File: config.mk
export PLATFORM = sky130hd
export DESIGN_NAME = store_buffer
export DESIGN_NICKNAME = d
export VERILOG_FILES = /design/src/rtl/store_buffer.sv
export SDC_FILE = /design/constraint.sdc
export NUM_CORES = 1
export LEC_CHECK = 0
export ABC_AREA = 0
export CAP_MARGIN = 20
export CELL_PAD_IN_SITES_DETAIL_PLACEMENT = 2
export CELL_PAD_IN_SITES_GLOBAL_PLACEMENT = 2
export CORE_ASPECT_RATIO = 0.75
export CORE_MARGIN = 2
export CORE_UTILIZATION = 47
export CTS_CLUSTER_DIAMETER = 200
export CTS_CLUSTER_SIZE = 25
export DETAILED_ROUTE_END_ITERATION = 12
export MAX_ROUTING_LAYER = met4
export PLACE_DENSITY = 0.89
export SYNTH_ARGS = -nofsm -noshare
export SYNTH_HDL_FRONTEND = slang
export SYNTH_SLANG_ARGS = --single-unit
File: constraint.sdc
create_clock -name clk_i -period 12.7 [get_ports clk_i]
set_clock_uncertainty 0.1 [all_clocks]
set_input_delay 2.54 -clock clk_i [delete_from_list [all_inputs] [get_ports clk_i]]
set_output_delay 2.54 -clock clk_i [all_outputs]
set_load 0.05 [all_outputs]
File: src/rtl/store_buffer.sv
// In-order circular store buffer between the LSU and data memory: it allocates entries, fills them,
// commits them, drains them in order and forwards store data to loads. Optional perf counters: SB_PERF_CNT_EN.
module store_buffer #(
  parameter int SB_ENTRY    = 8,
  parameter int WORD_SIZE_P = 16
) (
  input  logic                        clk_i,
  input  logic                        reset_i,
  input  logic                        sb_alloc_v_i,
  output logic [$clog2(SB_ENTRY)-1:0] sb_alloc_num_o,
  output logic                        sb_full_o,
  output logic [$clog2(SB_ENTRY)-1:0] sb_tail_o,
  input  logic                        lsu_sb_v_i,
  input  logic [$clog2(SB_ENTRY)-1:0] lsu_sb_num_i,
  input  logic [WORD_SIZE_P-1:0]      lsu_sb_addr_i,
  input  logic [WORD_SIZE_P-1:0]      lsu_sb_data_i,
  input  logic                        rob_commit_store_v_i,
  input  logic [WORD_SIZE_P-1:0]      exe_ld_bypass_addr_i,
  input  logic [$clog2(SB_ENTRY)-1:0] exe_ld_bypass_sb_num_i,
  output logic                        sb_ld_bypass_valid_o,
  output logic [WORD_SIZE_P-1:0]      sb_ld_bypass_value_o,
  output logic                        mem_wr_v_o,
  output logic [WORD_SIZE_P-1:0]      mem_wr_addr_o,
  output logic [WORD_SIZE_P-1:0]      mem_wr_data_o,
  input  logic                        mem_wr_ready_i,
  input  logic                        mispredict_i
`ifdef SB_PERF_CNT_EN
  ,
  output logic [31:0]                 sb_bypass_hits_o,
  output logic [31:0]                 sb_full_stalls_o,
  output logic [31:0]                 sb_flushed_o
`endif
);

  localparam int IW = $clog2(SB_ENTRY);
  localparam int PW = IW + 1;

  typedef logic [IW-1:0] idx_t;
  typedef logic [PW-1:0] ptr_t;

  ptr_t head_q, head_d, cmt_q, cmt_d, tail_q, tail_d;
  logic [SB_ENTRY-1:0]    filled_q, filled_d, committed_q, committed_d;
  logic [WORD_SIZE_P-1:0] addr_q [SB_ENTRY];
  logic [WORD_SIZE_P-1:0] data_q [SB_ENTRY];

  idx_t head_idx, cmt_idx, tail_idx, fill_off;
  ptr_t occupancy, flush_cnt;
  logic full, alloc_fire, fill_fire, commit_fire, drain_fire, mem_wr_v;
  logic bypass_hit;
  logic [WORD_SIZE_P-1:0] bypass_value;

  assign head_idx  = head_q[IW-1:0];
  assign cmt_idx   = cmt_q[IW-1:0];
  assign tail_idx  = tail_q[IW-1:0];
  assign occupancy = tail_q - head_q;
  assign full      = (occupancy == ptr_t'(SB_ENTRY));

  // Fills only land on live entries; the age offset from head decides liveness across wrap.
  assign fill_off    = lsu_sb_num_i - head_idx;
  assign alloc_fire  = sb_alloc_v_i && !full && !mispredict_i;
  assign fill_fire   = lsu_sb_v_i && !mispredict_i && ({1'b0, fill_off} < occupancy);
  assign commit_fire = rob_commit_store_v_i && (cmt_q != tail_q);
  assign mem_wr_v    = committed_q[head_idx] && (head_q != cmt_q);
  assign drain_fire  = mem_wr_v && mem_wr_ready_i;
  assign flush_cnt   = tail_q - cmt_d;

  always_comb begin
    // NOTE: every variable gets a default at the top of the block so no path leaves it unassigned (no latch).
    head_d      = drain_fire  ? head_q + ptr_t'(1) : head_q;
    cmt_d       = commit_fire ? cmt_q + ptr_t'(1)  : cmt_q;
    tail_d      = tail_q;
    filled_d    = filled_q;
    committed_d = committed_q;

    if (alloc_fire) begin
      tail_d                = tail_q + ptr_t'(1);
      filled_d[tail_idx]    = 1'b0;
      committed_d[tail_idx] = 1'b0;
    end
    if (fill_fire)   filled_d[lsu_sb_num_i] = 1'b1;
    if (commit_fire) committed_d[cmt_idx]   = 1'b1;
    if (drain_fire) begin
      filled_d[head_idx]    = 1'b0;
      committed_d[head_idx] = 1'b0;
    end
    // Flush rewinds tail to the post-commit cmt, so a store retiring this cycle survives.
    if (mispredict_i) begin
      tail_d = cmt_d;
      for (int i = 0; i < SB_ENTRY; i++) begin
        if ({1'b0, idx_t'(idx_t'(i) - cmt_d[IW-1:0])} < flush_cnt) filled_d[i] = 1'b0;
      end
    end
  end

  // NOTE: state flops use non-blocking assignments so every flop samples pre-edge values.
  always_ff @(posedge clk_i or posedge reset_i) begin
    if (reset_i) begin
      head_q      <= '0;
      cmt_q       <= '0;
      tail_q      <= '0;
      filled_q    <= '0;
      committed_q <= '0;
    end else begin
      head_q      <= head_d;
      cmt_q       <= cmt_d;
      tail_q      <= tail_d;
      filled_q    <= filled_d;
      committed_q <= committed_d;
    end
  end

  // NOTE: the addr/data storage is not reset; the filled/committed bits gate every read of it.
  always_ff @(posedge clk_i) begin
    if (fill_fire) begin
      addr_q[lsu_sb_num_i] <= lsu_sb_addr_i;
      data_q[lsu_sb_num_i] <= lsu_sb_data_i;
    end
  end

  // Walk oldest to youngest inside the load's window; the last match is the youngest store.
  always_comb begin
    bypass_hit   = 1'b0;
    bypass_value = '0;
    for (int k = 0; k < SB_ENTRY; k++) begin
      if ((idx_t'(k) < idx_t'(exe_ld_bypass_sb_num_i - head_idx)) &&
          filled_q[idx_t'(head_idx + idx_t'(k))] &&
          (addr_q[idx_t'(head_idx + idx_t'(k))] == exe_ld_bypass_addr_i)) begin
        bypass_hit   = 1'b1;
        bypass_value = data_q[idx_t'(head_idx + idx_t'(k))];
      end
    end
  end

  assign sb_alloc_num_o       = tail_idx;
  assign sb_tail_o            = tail_idx;
  assign sb_full_o            = full;
  assign sb_ld_bypass_valid_o = bypass_hit;
  assign sb_ld_bypass_value_o = bypass_value;
  assign mem_wr_v_o           = mem_wr_v;
  assign mem_wr_addr_o        = mem_wr_v ? addr_q[head_idx] : '0;
  assign mem_wr_data_o        = mem_wr_v ? data_q[head_idx] : '0;

  // Retiring a store while nothing is left to commit is an ROB protocol error.
  a_commit_underflow: assert property (@(posedge clk_i) disable iff (reset_i)
    !(rob_commit_store_v_i && (cmt_q == tail_q)));

`ifdef SB_PERF_CNT_EN
  logic [31:0] hits_q, hits_d, stalls_q, stalls_d, flushed_q, flushed_d;

  function automatic logic [31:0] sat_add(input logic [31:0] a, input logic [31:0] b);
    logic [32:0] s;
    s = {1'b0, a} + {1'b0, b};
    return s[32] ? '1 : s[31:0];
  endfunction

  always_comb begin
    hits_d    = sat_add(hits_q, {31'd0, bypass_hit});
    stalls_d  = sat_add(stalls_q, {31'd0, sb_alloc_v_i && full});
    flushed_d = sat_add(flushed_q, mispredict_i ? 32'(flush_cnt) : 32'd0);
  end

  always_ff @(posedge clk_i or posedge reset_i) begin
    if (reset_i) begin
      hits_q    <= '0;
      stalls_q  <= '0;
      flushed_q <= '0;
    end else begin
      hits_q    <= hits_d;
      stalls_q  <= stalls_d;
      flushed_q <= flushed_d;
    end
  end

  assign sb_bypass_hits_o = hits_q;
  assign sb_full_stalls_o = stalls_q;
  assign sb_flushed_o     = flushed_q;
`endif

endmodule

# After elaboration in Yosys (flattened, before gate mapping)
# Memory sizes are Yosys's and may differ from the RTL's.
# Cells that the tools add are included.
# word_totals
rom_bits	0
latch_bits	0
regBits	28
ram_bits	256
output_inout_bits	57
memories	2
input_bits	61
word_cells	174
# op_classes
div_mod_pow	0
add_sub_neg	22
n_mul	0
mux	64
reduce_logical	30
bitwise	8
n_eq_ne	11
order_cmp	32
shifts	0
# memory_table
name	words	word_bits	rd	rd_clocked_by_memory_dff	write_ports	line_no	text
addr_q	8	16	8	0	1	43	logic [WORD_SIZE_P-1:0] addr_q [SB_ENTRY];
data_q	8	16	8	0	1	44	logic [WORD_SIZE_P-1:0] data_q [SB_ENTRY];
# op_table
cell	count
16-bit two-way mux	10
16-bit == test	8
8-bit two-way mux	7
3-bit by 4-bit < comparator with 1-bit output (second input constant)	11
3-bit by 4-bit < comparator with 1-bit output	9
8-bit AND	4
1-bit two-way mux	31
1-bit binary-select mux with 3-bit select	9
1-bit logical AND	27
8-bit NOT	2
8-bit OR	2
3-bit adder (second input constant)	4
4-bit by 1-bit adder with 4-bit output (second input constant)	3
1-bit demux with 3-bit select	4
3-bit by 1-bit greater-or-equal comparator with 1-bit output (second input constant)	4
3-bit < comparator (first input constant)	4
4-bit two-way mux	3
3-bit subtractor (first input constant)	4
4-bit != test	2
4-bit subtractor	2
3-bit by 2-bit adder with 3-bit output (second input constant)	2
1-bit by 3-bit < comparator with 1-bit output (first input constant)	2
2-bit by 3-bit < comparator with 1-bit output (first input constant)	2
1-bit by 3-bit subtractor with 3-bit output (first input constant)	2
other kinds (6)	9

# Logic depth before layout (Yosys ltp)
# depth
word_depth	13
ltp_mapped	25
depth_no_buf	14

# Worst setup path before layout
# OpenSTA, ideal clock, no wires.
# synth_timing
path_type	input to output
startpoint	input exe_ld_bypass_sb_num_i[0]
endpoint	output sb_ld_bypass_value_o[14]
setup_slack_ns	4.060
t_arrival_ns	6.000
path_stages	13
n_path_buf	1
path_cell_list	inv_1 -> ha_1 -> inv_1 -> fa_1 -> xnor2_1 -> xnor2_1 -> nand2_1 -> or4_1 -> a2111o_1 -> nor4_4 -> buf_4 -> nor2_1 -> a31oi_1
# synth_via
elab_chain_len	12
elab_cells_between_ends	33
cone_classes	1 x add/sub; 8 x order compare; 8 x mux; 16 x reduce/logical
# synth_lines
item	line_no	text
start: declaration	19	input logic [$clog2(SB_ENTRY)-1:0] exe_ld_bypass_sb_num_i,
3-bit subtractor *	125	if ((idx_t'(k) < idx_t'(exe_ld_bypass_sb_num_i - head_idx)) &&
1-bit by 3-bit < comparator with 1-bit output	125	
1-bit logical AND	125	
1-bit logical AND	126	filled_q[idx_t'(head_idx + idx_t'(k))] &&
16-bit two-way mux (7 in a row)	125	
16-bit two-way mux *	125	
end: declaration	21	output logic [WORD_SIZE_P-1:0] sb_ld_bypass_value_o,
# Mark *: on every way between the ends. The rest lies on a longest branch, timed or not.

# Worst setup path after layout
# layout_timing
startpoint	input exe_ld_bypass_sb_num_i[0]
endpoint	output sb_ld_bypass_value_o[3]
# Same word-level chain as after synthesis.

==> results.yml <==
global_routing:
  grt_use_total: 0.370
  grt_pass1_vias: 20500
  antenna_found_initial: 2
  grt_max_degree: 126
  grt_first_pass_wirelength_um: 141000
  overflow: 0
final_layout:
  nets: 1998
  syn_to_final_growth_pct: 8.22
  drive_gt1_frac: 0.204
status:
  status: "complete, no violations"
timing:
  fin_tns_setup_ps: 0
  rsz0062_at_grt: "no"
  drv_slew: 0
  fin_crit_ps: 10850
  fmax_ghz: 0.0922
  slew_headroom: 0.222
  hold_violations: 0
  tightest_slew_ps: 1170
  whs_ps: 466
  setup_viol_count_final: 0
  fin_crit_sh: 0.854
critical_path:
  r2r_slack_ps: 7790
  crit_cells: 15
  worstPathCellList: "clkdlybuf4s50_1 > inv_1 > ha_1 > inv_1 > fa_1 > xnor2_1 > xnor2_1 > nor3_1 > nand3_1 > nor4_1 > nand4_2 > nand2b_1 > a221oi_1 > o31a_1 > clkdlybuf4s50_1"
  critPathSlowestCell: "nand2b_1"
  rr_worst_depth: 14
  crit_end: "sb_ld_bypass_value_o[3]"
  critPathKind: "in2out"
  start_kind: "input pin"
  arrival_ps: 8210
  end_kind: "output port"
  critPathMaxFanout: 19
  required_ps: 10060
  r2r_start: "head_q[2]"
  critical_path.top_delay_family: "simple AND/OR/NAND/NOR gates"
  setup.worst_path.start: "exe_ld_bypass_sb_num_i[0]"
  cp_num_buf_inv: 4
  cpPeakStageDelay_ps: 1120
  r2r_end: "filled_q[1]"
die:
  die_h_um: 199
  initial_utilization: 0.475
  io_pins: 118
  die_w_um: 264
  core_area_um2: 50000
  die_area_um2: 52400
  num_rows: 71
cts:
  root_buffer: "clkbuf_16"
  cts_buffers: 15
  clk_pin_slew_ps: 120
  cts_tree: "done"
  htree_num_levels: 1
  cts.sinks: 284
  cts_hold_buf: 0
  cts_resized: 0
  clockBufferDepth: 3
  post-cts-setup-buffers: 0
  insertion_delay_ps: 550
power_and_ir_drop:
  worst_ir_drop_vdd_v: 0.000211
  total_leakage_power_nw: 8.95
  power_density_nw_per_um2: 319
  power.total_mw: 8.20
yosys:
  synth_nets: 2001
  syn_avg_cell_area_um2: 12.5
  syn_area_um2: 23700
  synth-seq-area-share: 0.353
  ys_async_sr_fraction: 0.0986
  synth_edf_count: 256
  netlist-cell-type-count: 78
  yosysWarnings: 0
  synthCells: 1906
  synth-seq-cells: 284
  synthFlopType: "edfxtp_1"
placement:
  portBuffers: 117
  dpl.hpwl_um: 63300
  gp_congestion: 0.973
min_path:
  hp-class: "reg2reg"
flow_run:
  maxCapViolCount: 0
routing:
  wire_per_inst_um: 36.5
  dr.first_iter.drc_count: 2519
  wirelength_um: 93700
  vias: 19100
  drc: 0
  ant_nets: 0
  vias_per_cell: 7.42
  drt_first_pass_iters: 5
==> synth_stat cells (27+ instances only) <==
cell type | count | area (µm²)
mux4_2 | 263 | 5920
edfxtp_1 | 256 | 7690
mux2i_1 | 213 | 2130
nand2_1 | 179 | 672
xnor2_1 | 104 | 911
nor2_1 | 90 | 338
a21oi_1 | 85 | 425
buf_2 | 62 | 310
xor2_1 | 60 | 526
clkbuf_1 | 52 | 195
mux2_2 | 38 | 428
buf_4 | 32 | 240
ha_1 | 31 | 388
dfrtp_1 | 28 | 701
nand3_1 | 27 | 135
==> sequential cells by signal, indices dropped and copies added, names as in the netlist <==
name and flops:
addr_q 128, cmt_q 4, committed_q 8, data_q 128, filled_q 8, head_q 4
tail_q 4
==> layout make-up <==
class / instances / area (µm²)
antenna: 3 / 7.51
clock buffer: 20 / 394
clock inverter: 2 / 25.0
fill: 4762 / 24300
inverter: 32 / 123
multi-input combinational: 1419 / 14500
sequential: 284 / 8400
tap: 657 / 822
timing repair buffer: 151 / 1450
==> worst min-delay path by stage <==
stage	start	to	cells after the start
after floorplan	head_q[3]	head_q[3]	1
final	head_q[3]	head_q[3]	1
after global placement	head_q[3]	head_q[3]	1
after global routing	head_q[3]	head_q[3]	1
after detailed placement	head_q[3]	head_q[3]	1
after CTS	head_q[3]	head_q[3]	1
==> per-layer routing <==
metal,up-vias,GRT usage,part of all wire
li1,7515,-,-
met1,10100,0.489,0.40
met2,1153,0.581,0.47
met3,264,0.0646,0.088
met4,0,0.129,0.037
met5,-,-,0
==> stage by stage <==
| stage | instances | setup slack (ps) | util | instance area (µm²) |
|---|---|---|---|---|
| final | 2568 | 1850 | 0.514 | 25700 |
| after global placement | 2543 | 2350 | 0.505 | 25300 |
| after global routing | 2567 | 1790 | 0.514 | 25700 |
| after floorplan | 1906 | 4060 | - | 23700 |
| after CTS | 2565 | 2080 | 0.514 | 25700 |
| after detailed placement | 2543 | 2170 | 0.505 | 25300 |
==> power breakdown <==
part / internal [mW] / switching [mW] / total (mW)
sequential: 1.12 / 0.213 / 1.33
combinational: 2.51 / 3.79 / 6.30
clock: 0.226 / 0.343 / 0.569
==> worst reg2reg max path, cell delays in order (launching register included) <==
cell	delay [ps]
dfrtp_4	930
clkinv_1	330
buf_4	380
ha_1	390
xor2_1	220
inv_1	70
ha_1	280
nor2b_1	120
o21ai_0	140
and3b_1	210
nand2_1	230
nor3_2	180
buf_4	640
a21oi_1	100
a2111oi_0	450
==> layout by cell type, fill, tap and decap left out, drive strengths merged, types with 17 or more instances in the layout <==
cell type / n
or2: 17
buf: 34
mux2: 38
a21oi: 85
clkbuf: 20
mux4: 263
ha: 31
clkdlybuf4s50: 117
nand3: 27
edfxtp: 256
nand2b: 17
nand2: 179
o21ai: 19
dfrtp: 28
nor2: 91
o22ai: 23
xor2: 60
a221oi: 26
a22oi: 23
mux2i: 213
xnor2: 106
nand4: 21
inv: 31
==> cells by family (layout without fill, tap and decap cells) <==
logic type	count (synthesis)	count (layout)	synth area share
AND/OR/NAND/NOR	444	444	0.0906
XOR/XNOR	166	166	0.0623
other	0	3	0
buffers and inverters	203	205	0.0424
adder cells (fa/ha/maj)	35	35	0.0193
AO/OA/AOI/OAI	260	260	0.0751
multiplexers	514	514	0.357
flip-flops	284	284	0.353
Power figures use the tool's default switching activity.
